File: src/rtl/eth_rx_pkt_reader.sv
// eth_rx_pkt_reader: drains one packet per command-FIFO entry from the data FIFO, forwarding
// good packets through a 2-entry skid buffer. Define RX_STAT_EN to build the stat_* counters.
module eth_rx_pkt_reader #(
    parameter logic [10:0] MIN_LEN   = 11'd60,
    parameter int          OUT_DEPTH = 2
) (
    input  logic        clk,
    input  logic        reset,
    input  logic        cmd_fifo_empty,
    output logic        cmd_fifo_rd,
    input  logic [71:0] cmd_fifo_dout,
    input  logic        data_fifo_empty,
    output logic        data_fifo_rd,
    input  logic [8:0]  data_fifo_dout,
    output logic        out_valid,
    input  logic        out_ready,
    output logic [7:0]  out_data,
    output logic        out_sop,
    output logic        out_eop,
    output logic [10:0] out_len,
    output logic [31:0] stat_good,
    output logic [31:0] stat_crc_err,
    output logic [31:0] stat_delete,
    output logic [31:0] stat_runt
);

    localparam logic [2:0] SKID_LIMIT = 3'(OUT_DEPTH);

    typedef enum logic [2:0] {IDLE, CMD_WAIT, DECIDE, FWD, DROP} state_t;

    state_t      state_q, state_d;
    logic [10:0] len_q, len_d;
    logic        crc_q, crc_d;
    logic        del_q, del_d;
    logic [10:0] rd_cnt_q, rd_cnt_d;
    logic        pend_q, pend_d;
    logic        pend_sop_q, pend_sop_d;
    logic        pend_eop_q, pend_eop_d;
    logic        head_v_q, head_v_d;
    logic [9:0]  head_q, head_d;
    logic        tail_v_q, tail_v_d;
    logic [9:0]  tail_q, tail_d;

    logic        pop;
    logic        fwd_rd;
    logic        drop_rd;
    logic        last_rd;
    logic        good_done;
    logic        drop_done;
    logic [2:0]  credit;
    logic [9:0]  in_entry;
    logic        unused_bits;

    assign unused_bits = ^{cmd_fifo_dout[71:54], cmd_fifo_dout[51:11], data_fifo_dout[8]};

    // Credit counts the skid slots still owed after this cycle's pop, so a byte can be
    // requested in the same cycle the head drains and one byte per cycle is sustained.
    always_comb begin
        pop       = head_v_q & out_ready;
        credit    = 3'(head_v_q) + 3'(tail_v_q) + 3'(pend_q) - 3'(pop);
        last_rd   = (rd_cnt_q + 11'd1) == len_q;
        fwd_rd    = ~reset & (state_q == FWD) & ~data_fifo_empty
                    & (rd_cnt_q < len_q) & (credit < SKID_LIMIT);
        drop_rd   = ~reset & (state_q == DROP) & ~data_fifo_empty & (rd_cnt_q < len_q);
        good_done = (state_q == FWD) & pop & head_q[9];
        drop_done = drop_rd & last_rd;
        in_entry  = {pend_eop_q, pend_sop_q, data_fifo_dout[7:0]};
    end

    assign cmd_fifo_rd  = ~reset & (state_q == IDLE) & ~cmd_fifo_empty;
    assign data_fifo_rd = fwd_rd | drop_rd;

    always_comb begin
        state_d    = state_q;
        len_d      = len_q;
        crc_d      = crc_q;
        del_d      = del_q;
        rd_cnt_d   = rd_cnt_q;
        pend_d     = fwd_rd;
        pend_sop_d = (rd_cnt_q == 11'd0);
        pend_eop_d = last_rd;
        case (state_q)
            IDLE: begin
                if (cmd_fifo_rd) state_d = CMD_WAIT;
            end
            CMD_WAIT: begin
                len_d   = cmd_fifo_dout[10:0];
                crc_d   = cmd_fifo_dout[53];
                del_d   = cmd_fifo_dout[52];
                state_d = DECIDE;
            end
            DECIDE: begin
                rd_cnt_d = 11'd0;
                if (len_q == 11'd0)                          state_d = IDLE;
                else if (crc_q || del_q || (len_q < MIN_LEN)) state_d = DROP;
                else                                         state_d = FWD;
            end
            FWD: begin
                if (fwd_rd)    rd_cnt_d = rd_cnt_q + 11'd1;
                if (good_done) state_d  = IDLE;
            end
            DROP: begin
                if (drop_rd)   rd_cnt_d = rd_cnt_q + 11'd1;
                if (drop_done) state_d  = IDLE;
            end
            default: state_d = IDLE;
        endcase
    end

    // Two-entry skid: head drives the outputs, tail only fills while the head is stalled.
    always_comb begin
        head_v_d = head_v_q;
        head_d   = head_q;
        tail_v_d = tail_v_q;
        tail_d   = tail_q;
        if (pop) begin
            if (tail_v_q) begin
                head_d   = tail_q;
                tail_v_d = pend_q;
                tail_d   = pend_q ? in_entry : 10'd0;
            end else if (pend_q) begin
                head_d = in_entry;
            end else begin
                head_v_d = 1'b0;
                head_d   = 10'd0;
            end
        end else if (pend_q) begin
            if (!head_v_q) begin
                head_v_d = 1'b1;
                head_d   = in_entry;
            end else begin
                tail_v_d = 1'b1;
                tail_d   = in_entry;
            end
        end
    end

    always_ff @(posedge clk or posedge reset) begin
        if (reset) begin
            state_q    <= IDLE;
            len_q      <= 11'd0;
            crc_q      <= 1'b0;
            del_q      <= 1'b0;
            rd_cnt_q   <= 11'd0;
            pend_q     <= 1'b0;
            pend_sop_q <= 1'b0;
            pend_eop_q <= 1'b0;
            head_v_q   <= 1'b0;
            head_q     <= 10'd0;
            tail_v_q   <= 1'b0;
            tail_q     <= 10'd0;
        end else begin
            state_q    <= state_d;
            len_q      <= len_d;
            crc_q      <= crc_d;
            del_q      <= del_d;
            rd_cnt_q   <= rd_cnt_d;
            pend_q     <= pend_d;
            pend_sop_q <= pend_sop_d;
            pend_eop_q <= pend_eop_d;
            head_v_q   <= head_v_d;
            head_q     <= head_d;
            tail_v_q   <= tail_v_d;
            tail_q     <= tail_d;
        end
    end

    assign out_valid = head_v_q;
    assign out_data  = head_q[7:0];
    assign out_sop   = head_q[8];
    assign out_eop   = head_q[9];
    assign out_len   = out_sop ? len_q : 11'd0;

`ifdef RX_STAT_EN
    typedef enum logic [1:0] {CLS_CRC, CLS_DEL, CLS_RUNT} drop_cls_t;

    drop_cls_t   cls_q, cls_d;
    logic [31:0] good_cnt_q, good_cnt_d;
    logic [31:0] crc_cnt_q, crc_cnt_d;
    logic [31:0] del_cnt_q, del_cnt_d;
    logic [31:0] runt_cnt_q, runt_cnt_d;

    // CRC error outranks delete, which outranks runt, when a packet carries several flags.
    always_comb begin
        cls_d      = cls_q;
        good_cnt_d = good_cnt_q;
        crc_cnt_d  = crc_cnt_q;
        del_cnt_d  = del_cnt_q;
        runt_cnt_d = runt_cnt_q;
        if (state_q == DECIDE) begin
            if (crc_q)      cls_d = CLS_CRC;
            else if (del_q) cls_d = CLS_DEL;
            else            cls_d = CLS_RUNT;
        end
        if (good_done) good_cnt_d = good_cnt_q + 32'd1;
        if (drop_done) begin
            case (cls_q)
                CLS_CRC:  crc_cnt_d  = crc_cnt_q + 32'd1;
                CLS_DEL:  del_cnt_d  = del_cnt_q + 32'd1;
                CLS_RUNT: runt_cnt_d = runt_cnt_q + 32'd1;
                default:  ;
            endcase
        end
    end

    always_ff @(posedge clk or posedge reset) begin
        if (reset) begin
            cls_q      <= CLS_CRC;
            good_cnt_q <= 32'd0;
            crc_cnt_q  <= 32'd0;
            del_cnt_q  <= 32'd0;
            runt_cnt_q <= 32'd0;
        end else begin
            cls_q      <= cls_d;
            good_cnt_q <= good_cnt_d;
            crc_cnt_q  <= crc_cnt_d;
            del_cnt_q  <= del_cnt_d;
            runt_cnt_q <= runt_cnt_d;
        end
    end

    assign stat_good    = good_cnt_q;
    assign stat_crc_err = crc_cnt_q;
    assign stat_delete  = del_cnt_q;
    assign stat_runt    = runt_cnt_q;
`else
    assign stat_good    = 32'h0;
    assign stat_crc_err = 32'h0;
    assign stat_delete  = 32'h0;
    assign stat_runt    = 32'h0;
`endif

endmodule
File: config.mk
export PLATFORM = sky130hd
export DESIGN_NAME = eth_rx_pkt_reader
export DESIGN_NICKNAME = d
export VERILOG_FILES = /design/src/rtl/eth_rx_pkt_reader.sv
export SDC_FILE = /design/constraint.sdc
export NUM_CORES = 1
export LEC_CHECK = 0
export BUFFER_PORTS_ARGS = -buffer_cell sky130_fd_sc_hd__buf_2
export CORE_MARGIN = 10
export CORE_UTILIZATION = 42
export CTS_BUF_LIST = sky130_fd_sc_hd__clkbuf_4 sky130_fd_sc_hd__clkbuf_8
export DETAILED_ROUTE_END_ITERATION = 7
export MAX_ROUTING_LAYER = met4
export PLACE_DENSITY_LB_ADDON = 0.08
export SETUP_SLACK_MARGIN = 0.1
export SLEW_MARGIN = 15
export SYNTH_ARGS = -nofsm -noshare
export SYNTH_HDL_FRONTEND = slang
export SYNTH_SLANG_ARGS = --single-unit
File: constraint.sdc
create_clock -name clk -period 2.85 [get_ports clk]
set_clock_uncertainty 0.05 [all_clocks]
set_input_delay 0.57 -clock clk [delete_from_list [all_inputs] [get_ports clk]]
set_output_delay 0.57 -clock clk [all_outputs]
set_load 0.02 [all_outputs]
==> metrics.md <==
| Metric | Value |
|---|---|
| NumNets Final | 677 |
| Fin. Hold Viols | 0 |
| Area of the multi-input gates | around 2300 sq um |
| Post-DP HPWL | 8.60 mm |
| # port buffers | 49 |
| Number of global-route vias before repair | 3414 |
| Overflow after GRT | 0 |
| Number of flops mapped to enable cells by yosys | 0 |
| Vias per inst | between 4 and 5 |
| Async S/R FF share, synth | 100% |
| Most used DFF post-synth | dfrtp_1 |
| Clk_lat worst skew | 0.31 ns |
| Delay-heaviest family, CP | flip-flops |
| Routability cong. | about 0.83 |
| Count of cell types in the netlist | around 50 |
| Most used cell, CP | ha_4 |
| Filler cell count | 1034 |
| 1st-iter DRT viols | ~180 |
| Clk sinks | between 50 and 60 |
| Post-synth top area share | a little under a third |
| Min-delay worst type | in -> async |
| CP Buf/Inv Count | 2 |
| Crit path DAT | 2.05 ns |
| Fin Hold WS | about 0.33 ns |
| Seq/Total Area, Yosys | between 30% and 40% |
| H-tree Lvls | 2 |
| Worst R2R End | rd_cnt_q[3]$_DFFE_PP0P_ |
| Final wirelength | 11.2 mm |
| Area leader, netlist | dfrtp_1 |
| CTS Buf Count | 5 |
| Area Overhead vs Synth | 5.31% |
| Initial Utilization | between 40 and 50% |
| Unrepaired setup endpoints after global routing | true |
| IO Pins | 238 |
| CP max-delay cell | dfrtp_2 |
| Lkg Pwr | 2.27 nW |
| Final Total Pwr | around 4.2 mW |
| FMAX | 374 MHz |
| Max incr delay on CP | approximately 0.44 ns |
| Cell Area, Synth | around 4300 sq um |
| Cell breakdown of the critical path | nand2_4, ha_4, ha_4, a21oi_2, mux2i_1, or2_1, nand2_2, inv_2, buf_6 |
| Number of antenna violations at the first check in global routing | 0 |
| Syn Area/Cell | about 8.4 sq um |
| Area of the die | 14700 sq um |
| Cell count after synthesis | 509 |
| Reg2Reg Depth | 12 |
| Die height | around 120 microns |
| Worst-path maximum fanout | 2 |
| Final setup fails | 0 |
| Crit Reg-Reg Startpoint | out_valid$_DFFE_PP0P_ |
| Total negative setup slack | 0 ns |
| Share of cells above drive strength 1 | 19.7% |
| Hold buffer count at CTS | 0 |
| Status | finished clean |
| Register area | 1310 sq um |
| DRC viols | 0 |
| Crit path from | out_valid$_DFFE_PP0P_ |
| Type of the worst setup path | reg -> out |
| Max-slew violation count | 0 |
| CTS root buf | clkbuf_8 |
| Crit start category | register |
| Fin crit period | 2.67 ns |
| Setup crit end kind | primary output |
| Clock-pin slew on the worst setup and hold paths | 0.11 ns |
| Power per Cell Area | about 940 nW/um^2 |
| Gr usage total | 14.8% |
| Vias | approximately 3.3k |
| CTS tree | done |
| Clock buffer depth | 2 |
| Tightest Pin Transition | between 0.7 and 0.8 ns |
| Rows | 36 |
| Worst slew margin | 48.6% |
| Die X | 121 microns |
| VDD IR max | 0.382 mV |
| Max-cap violations | 0 |
| Top post-synthesis cells by area | dfrtp_1 (30%), buf_4 (23%), ha_1 (5.0%) |
| Register-to-register setup slack | 0.25 ns |
| Global-route wire length before repair | 17.5 mm |
| Largest net degree at the start of global routing | 28 |
| First-pass DRT Iterations | 4 |
| Synth cell count leaders | buf_4 (130), dfrtp_1 (52), a21oi_1 (33) |
| CP required | around 2.2 ns |
| Post-synthesis register bit count | 52 |
| Core area | 9860 sq um |
| Period utilization | 93.8% |
| Diodes inserted | 0 |
| Yosys warnings | 0 |
| WL/cell | approximately 16 microns |
| Most frequent cell after synthesis | buf_4 |
| Post-DRT Antenna Nets | 0 |
flip-flops by register name (all words and copies together) (netlist names):
signal      flops
tail_v_q        1
del_q           1
rd_cnt_q       11
state_q         3
head_q         10
pend_sop_q      1
pend_q          1
pend_eop_q      1
out_valid       1
crc_q           1
tail_q         10
len_q          11
stage by stage:
| step | setup WS, ns | instance area (sq um) | utilization (%) | cells |
|---|---|---|---|---|
| after CTS | 0.105 | 4480 | 45.5 | 705 |
| after floorplan | 0.100 | 4770 | - | 636 |
| after global routing | 0.0739 | 4520 | 45.8 | 708 |
| final | 0.178 | 4520 | 45.8 | 708 |
| after global placement | 0.0590 | 4300 | 43.6 | 690 |
| after detailed placement | 0.0569 | 4300 | 43.6 | 690 |
cell type report:
class / count / area share (%)
Tap cell: 133 / 3.68
Sequential cell: 52 / 28.9
Multi-Input combinational cell: 406 / 52.0
Inverter: 30 / 2.55
Clock buffer: 6 / 1.69
Timing Repair Buffer: 79 / 10.8
Clock inverter: 2 / 0.360
where the power goes:
part | internal, mW | total, mW | switching (mW)
clock | 0.185 | 0.448 | 0.263
combinational | 0.988 | 2.41 | 1.43
sequential | 1.04 | 1.38 | 0.335
total | 2.22 | 4.24 | 2.02
worst reg2reg max path, delay by kind of cell, from the launching register on:
| kind | cells | cell delay [ns] |
|---|---|---|
| fa+ha+maj | 2 | 0.42 |
| flops | 1 | 0.44 |
| simple gates | 3 | 0.36 |
| compound gates | 3 | 0.59 |
| buf+inv | 3 | 0.42 |
| mux | 1 | 0.22 |
what timing repair did:
item / 4_1_cts / 5_1_grt
pin swaps: 5 / 6
gates resized for setup: 8 / 7
gates cloned: 0 / 0
endpoints found under the hold margin: 0 / 0
endpoints found under the setup margin: 1 / 7
setup buffers: 7 / 5
worst max-delay path by stage:
stage	slack (ns)	depth (start not counted)	to
2_1_floorplan	0.10	11	data_fifo_rd
3_3_place_gp	0.06	10	data_fifo_rd
3_5_place_dp	0.06	10	data_fifo_rd
4_1_cts	0.11	16	rd_cnt_q[1]$_DFFE_PP0P_
5_1_grt	0.07	9	data_fifo_rd
6_report	0.18	9	data_fifo_rd
per-layer routing:
| metal | vias up | wire [microns] | part of all wire, % | global-route usage, % |
|---|---|---|---|---|
| li1 | 1602 | - | - | - |
| met1 | 1588 | 4430 | 40 | 16.2 |
| met2 | 112 | 6030 | 54 | 27.0 |
| met3 | 4 | 677 | 6.1 | 3.07 |
| met4 | 0 | 27 | 0.24 | 2.56 |
| met5 | - | 0 | 0 | - |
kinds of logic after synthesis:
group           count (synthesis)  synth area share (%)
fa+ha+maj                      17                  4.96
buf+inv                       178                  27.0
flops                          52                  30.3
other cells                     1                0.0874
simple gates                  133                  17.8
xor+xnor                       17                  3.47
mux                             6                  1.49
compound gates                105                  14.8
cell usage in the layout (no fill, tap or decap), drive strengths merged, types with 7 or more instances in the layout:
| cell | Yosys | layout |
|---|---|---|
| nand2 | 32 | 32 |
| nand3 | 12 | 12 |
| nor4 | 8 | 8 |
| xnor2 | 11 | 11 |
| o22ai | 12 | 12 |
| nand2b | 9 | 9 |
| buf | 134 | 79 |
| dfrtp | 52 | 52 |
| nor3 | 7 | 7 |
| conb | 1 | 128 |
| a22o | 11 | 11 |
| nand3b | 12 | 12 |
| nor2 | 19 | 19 |
| o21ai | 32 | 32 |
| ha | 17 | 17 |
| inv | 30 | 30 |
| a21oi | 33 | 33 |
| and2 | 13 | 13 |
(Power assumes the default switching activity.)
